--- config.mk ---
export PLATFORM = sky130hd
export DESIGN_NAME = block_data_memory
export DESIGN_NICKNAME = d
export VERILOG_FILES = /design/src/rtl/block_data_memory.sv
export SDC_FILE = /design/constraint.sdc
export NUM_CORES = 2
export LEC_CHECK = 0
export CAP_MARGIN = 20
export CORE_MARGIN = 2
export CORE_UTILIZATION = 40
export DETAILED_ROUTE_END_ITERATION = 12
export PLACE_DENSITY_LB_ADDON = 0.12
export RECOVER_POWER = 100
export SKIP_LAST_GASP = 1
export SYNTH_ARGS = -nofsm -noshare
export SYNTH_HDL_FRONTEND = slang
export SYNTH_SLANG_ARGS = --single-unit
--- constraint.sdc ---
create_clock -name clock -period 4.4 [get_ports clock]
set_clock_uncertainty 0.05 [all_clocks]
set_input_delay 0.66 -clock clock [delete_from_list [all_inputs] [get_ports clock]]
set_output_delay 0.66 -clock clock [all_outputs]
set_load 0.01 [all_outputs]
--- src/rtl/block_data_memory.sv ---
// Block-granular data memory: 64 x 32-bit blocks served to the data cache with a
// fixed LATENCY-cycle access, signalled through the busywait handshake.
module block_data_memory #(
    parameter int LATENCY = 5
) (
    input  logic        clock,
    input  logic        reset,
    input  logic        read,
    input  logic        write,
    input  logic [5:0]  address,
    input  logic [31:0] writedata,
    output logic [31:0] readdata,
    output logic        busywait,
    output logic [1:0]  o_dbg_state
);

    // Handshake: read/write are level requests held until busywait is seen low;
    // busywait is high in IDLE while a request is present and throughout BUSY,
    // low in DONE, so the requester drops its request at the edge leaving DONE.
    typedef enum logic [1:0] {
        S_IDLE = 2'd0,
        S_BUSY = 2'd1,
        S_DONE = 2'd2
    } state_t;

    localparam logic [3:0] LAT4 = 4'(LATENCY);

    state_t      r_state;
    state_t      w_next_state;
    logic [3:0]  r_count;
    logic [5:0]  r_addr;
    logic [31:0] r_data;
    logic        r_is_write;
    logic [31:0] r_mem [64];
    logic        w_accept;
    logic        w_access;

    always_ff @(posedge clock) begin
        if (reset) r_state <= S_IDLE;
        else       r_state <= w_next_state;
    end

    always_comb begin
        w_next_state = r_state;
        busywait     = 1'b0;
        w_accept     = 1'b0;
        w_access     = 1'b0;
        case (r_state)
            S_IDLE: begin
                busywait = read | write;
                if (read | write) begin
                    w_accept     = 1'b1;
                    w_next_state = S_BUSY;
                end
            end
            S_BUSY: begin
                busywait = 1'b1;
                if (r_count == 4'd1) begin
                    w_access     = 1'b1;
                    w_next_state = S_DONE;
                end
            end
            S_DONE:  w_next_state = S_IDLE;
            default: w_next_state = S_IDLE;
        endcase
        // Reset also suppresses the access so an aborted transfer leaves no trace.
        if (reset) begin
            busywait = 1'b0;
            w_access = 1'b0;
        end
    end

    always_ff @(posedge clock) begin
        if (reset) begin
            r_count  <= 4'd0;
            readdata <= 32'd0;
        end else begin
            if (w_accept)               r_count <= LAT4;
            else if (r_state == S_BUSY) r_count <= r_count - 4'd1;
            if (w_access && !r_is_write) readdata <= r_mem[r_addr];
        end
    end

    // Request capture; inputs changing during BUSY are deliberately not observed.
    always_ff @(posedge clock) begin
        if (w_accept) begin
            r_addr     <= address;
            r_data     <= writedata;
            r_is_write <= write;
        end
    end

    always_ff @(posedge clock) begin
        if (w_access && r_is_write) r_mem[r_addr] <= r_data;
    end

    assign o_dbg_state = r_state;

endmodule

Word-level counts from Yosys, hierarchy flattened:

Memory sizes are Yosys's and may differ from the RTL's. A register that Yosys moved wholly into a read port is not among the register bits.
Index checks and enable logic that the tools add are counted.

* $add $sub $neg: 1
* equal/unequal tests: 4
* multiplexer cells: 14
* bitwise gates (word level): 1
* reductions and logical operators: 7

Operator list (number)
* 1-bit two-way mux: 8
* 3-bit two-way mux: 2
* 4-bit by 1-bit equality test with 1-bit output, second input constant: 1
* 2-bit two-way mux: 2
* 2-bit inequality test, second input constant: 2
* 2-bit case mux with 2 select lines: 1
* 4-bit by 1-bit subtractor with 4-bit output, second input constant: 1
* 2-bit by 1-bit equality test with 1-bit output, second input constant: 1
* 1-bit logical AND: 2
* 2-bit logical NOT: 1
* 1-bit case mux with 2 select lines: 1
* 2-bit AND reduction: 1
* 2-bit nonzero test: 1
* 2-bit OR reduction: 1
* 1-bit logical NOT: 1
* 1-bit bitwise OR: 1

* flip-flop bits (word level): 45
* memory bits (writable): 2048
* input bits: 42
* output and inout port bits: 35
* word-level logic and storage cells: 34
* memories kept: 1

Memories
* r_mem: words 64, width 32, rd ports 1, clocked after Yosys merged registers in 1, wr ports 1, line 34 `logic [31:0] r_mem [64];`

Depth between registers and ports, before layout:

* word-level depth: 7
* gate-level depth with buffers: 11
* mapped depth without buffers: 8

Least setup slack after synthesis:

Ideal clock, no wire load.

* path kind: in2reg
* start point: input write
* end point: register r_addr[0], enable pin
* setup time: 0.493 ns
* arrival time: 3.545 ns
* data required time: 3.857 ns
* path slack: 0.312 ns
* stages on the path: 2
* path buffers: 0
* cell sequence: nor2_1 nor3_1

* word-level cells in the longest chain between the ends: 3

RTL lines
* from (decl): line 9 `input logic write,`
* 1-bit bitwise OR: line 51 `if (read | write) begin`
* 1-bit two-way mux: line 51
* 1-bit two-way mux: line 48 `case (r_state)`
* net w_accept: line 35 `logic w_accept;`
* to (signal assigned): line 87 `r_addr <= address;`
* to (decl): line 31 `logic [5:0] r_addr;`

The timed path passes the listed nets, and every way through them passes these cells.
A chain may end at the register's enable or synchronous reset.

==> results by group <==
Run status
  • Status: finished with violations
  • Failing checks: capacitance limit, slew limit

Timing
  • Final Max Slew Viols: 1857
  • Worst Max-Slew Pin Slew: approximately 4.1 ns
  • Setup ws final: ~0.17 ns
  • Final hold viol count: 0
  • Post-route clock period utilization: 96.0%
  • RSZ-0062 raised after global routing: false
  • Final Setup Violations: 0
  • Worst slew margin: -172%
  • Fin crit period: 4.23 ns
  • Fmax: 237 MHz

Final layout
  • Fill cell count: approximately 17000
  • Share of post-route cells with drive strength above 1: 17.5%
  • Area Overhead vs Synth: 16.0%
  • Cell area after layout: roughly 94000 um^2
  • Fin nets: 4724

Synth
  • Sequential share of the synthesized area: 78.2%
  • Synth Area in XOR/XNOR: 0.0216%
  • Synth Warn #: 0
  • Largest family of logic cells by synthesized area: multiplexers
  • Post-synth ARST share: 0%
  • Post-synthesis mux area share: 9.30%
  • Adder-cell area share of the yosys netlist: 0.0309%
  • Compound-cell area share of the yosys netlist: 7.84%
  • Avg Cell Area, Syn: approximately 19 um^2
  • Main synth FF type: edfxtp_1
  • Number of library cell types mapped by synthesis: 70
  • Post-Syn Area: between 80000 and 90000 um^2
  • Post-synthesis instance total: 4335
  • Syn_nets: around 4400
  • EDFF count, synth: 2087
  • Yosys reg bits: ~2100
  • Post-synthesis simple-gate area fraction: 2.49%

Setup path
  • Worst setup EP type: flip-flop
  • CP Cell Sequence: buf_12 -> clkbuf_2 -> mux4_2 -> mux2i_1 -> o22ai_1 -> a211oi_1 -> a211oi_2
  • Worst Path Arrival: 4.89 ns
  • Critical Setup Path Class: flip-flop to flip-flop
  • Slowest CP cell: edfxtp_1
  • Required @ worst endpoint: 5.07 ns
  • CP Max Fanout: 36
  • R2r setup slk: 0.17 ns
  • CP startpoint kind: flip-flop
  • Slowest stage delay, CP: 0.90 ns

Die
  • Starting Density: 40.2%
  • Core box area: 202000 um^2
  • Ports: 77
  • Rows: 165
  • Area of the die: 206000 um^2
  • Die Width: about 450 um
  • Die Y: 454 um

Place
  • Placer Congestion: 0.856
  • DP HPWL: 165 mm
  • Placed Instance Area: 87600 um^2
  • Port buffer count: 76
  • Worst slack at placement: 0.519 ns

Detailed routing
  • Via count: 45600
  • Pre-antenna DRT Iters: 5
  • Drt wl/cell: 36.6 um
  • Initial drt markers: 6180
  • DRC violations left: 0
  • Post-route antenna net violation count: 0
  • Vias per inst: 6.04
  • Routed wire length: 276 mm

Clock tree
  • CTS Buffer Depth: 3
  • Clk_lat worst skew: slightly below 0.9 ns
  • Worst-path clk slew: 0.06 ns
  • Post-cts resize count: 0
  • Cts hold-fix bufs: 0
  • Sink Count: 2125
  • Root buf cell: clkbuf_16
  • CTS tree: yes
  • H-Tree Depth: 4
  • Post-CTS setup buffers: 0
  • CTS Buf Count: 224

Global route
  • Grt ovf: 0
  • Initial antenna violation count: 28
  • Vias in the first global route: 44100
  • GRT Total Usage: about a quarter
  • Largest net degree at the start of global routing: 65
  • First-pass GRT wire length: roughly 380 mm

Pwr
  • Pwr dens: 487 nW/um^2
  • Pwr Total: 0.0458 W
  • Worst vdd ir: 444 uV
  • Static leakage: 30.3 nW

Hold path
  • Hold Path Class: input pin to flip-flop

Run
  • Max-Cap Viols: 33
-- cells by family after synthesis --
family	Yosys count
muxes	598
and+or+nand+nor	453
DFF	2125
AOI/OAI and AO/OA	855
xor gates and xnor gates	2
adders and majority gates	2
buffers and inverters	300
-- per-layer routing --
layer,vias to the layer above,GRT usage [%],routed length (um)
met5,-,0,75
met1,24400,37.1,114000
met3,416,4.82,22700
li1,18700,-,-
met4,12,8.43,10400
met2,2105,41.8,129000
-- flip-flops by register name (all words and copies together), names as in the netlist --
register	flops
r_count	4
readdata	32
r_addr	6
r_data	32
r_is_write	1
r_mem	2048
o_dbg_state	2
-- Yosys cell counts (all sizes together) (3+ instances only) --
cell,count,share of area (%)
edfxtp,2087,77
mux2i,415,5.1
a221oi,283,3.1
nor2,220,1.0
buf,207,1.7
o22ai,136,1.0
a22oi,123,1.1
mux4,118,3.3
o21ai,104,0.64
nand2,91,0.42
clkbuf,88,0.41
mux2,65,0.90
a21oi,62,0.38
nand3,49,0.30
dfxtp,38,0.94
a311oi,21,0.23
nand4,19,0.15
a211oi,18,0.17
nor2b,16,0.13
nor3,16,0.11
o21a,16,0.15
a221o,13,0.16
a22o,12,0.13
o221ai,12,0.13
and3,11,0.085
a2111oi,9,0.11
nand2b,9,0.069
and2,7,0.054
o21bai,7,0.065
o2bb2ai,7,0.076
o31a,7,0.076
a31oi,6,0.046
a41oi,5,0.054
inv,5,0.023
or2,4,0.031
and2b,3,0.028
o2111ai,3,0.032
o211ai,3,0.028
-- power breakdown --
group          total, W  leakage (nW)  internal (W)  switching, W
registers        0.0227          19.1        0.0227     0.0000793
clock network    0.0189          3.54        0.0109       0.00803
logic           0.00416          7.66       0.00118       0.00298
-- final timing paths --
| check | startpoint | end | cells after the start |
|---|---|---|---|
| worst min register to register | r_count[1] | r_count[1] | 2 |
| worst min-delay path | reset | o_dbg_state[0] | 2 |
| worst max register to register | r_addr[2] | readdata[29] | 7 |
| worst max-delay path | r_addr[2] | readdata[29] | 7 |
-- stage by stage --
stage / hold slack (ns) / cells / setup TNS [ns] / utilization [%]
4_1_cts: 0.0128 / 7536 / 0 / 47.0
3_5_place_dp: 0.473 / 7125 / 0 / 43.4
5_1_grt: 0.0369 / 7539 / 0 / 46.6
2_1_floorplan: 0.441 / 4335 / 0 / -
3_3_place_gp: 0.465 / 7122 / -0.186 / 43.3
6_report: 0.0564 / 7544 / 0 / 46.6
-- critical path, delay by kind of cell, from the launching register on --
family	cells	cell delay [ns]
multiplexers	2	1.07
AO/OA/AOI/OAI	3	0.88
flip-flops	1	0.90
buffers and inverters	2	1.06
-- area by class of cell --
cell class / count / area (um^2) / area share (%)
sequential: 2125 / 63400 / 67.4
antenna: 7 / 17.5 / 0.0186
timing repair buffer: 414 / 3700 / 3.93
inverter: 5 / 26.3 / 0.0279
clock buffer: 292 / 5980 / 6.36
multi-input combinational: 1910 / 16200 / 17.3
tap: 2672 / 3340 / 3.55
clock inverter: 119 / 1300 / 1.38
-- layout by cell type, fill, tap and decap left out, types with 30 or more instances in the layout --
cell type / count
clkbuf_16: 226
clkbuf_1: 106
clkinv_2: 38
clkbuf_2: 43
edfxtp_1: 2087
mux2i_1: 414
a221oi_1: 280
buf_4: 172
o21ai_1: 30
buf_12: 54
clkinv_1: 35
a21oi_1: 62
mux2_2: 59
nor2_1: 185
mux4_2: 118
o22ai_1: 136
nor2_4: 30
nand3_1: 49
dfxtp_1: 38
a22oi_1: 123
o21ai_0: 74
dlygate4sd3_1: 74
nand2_1: 90
Note: power is estimated with default switching activity, not from simulation.
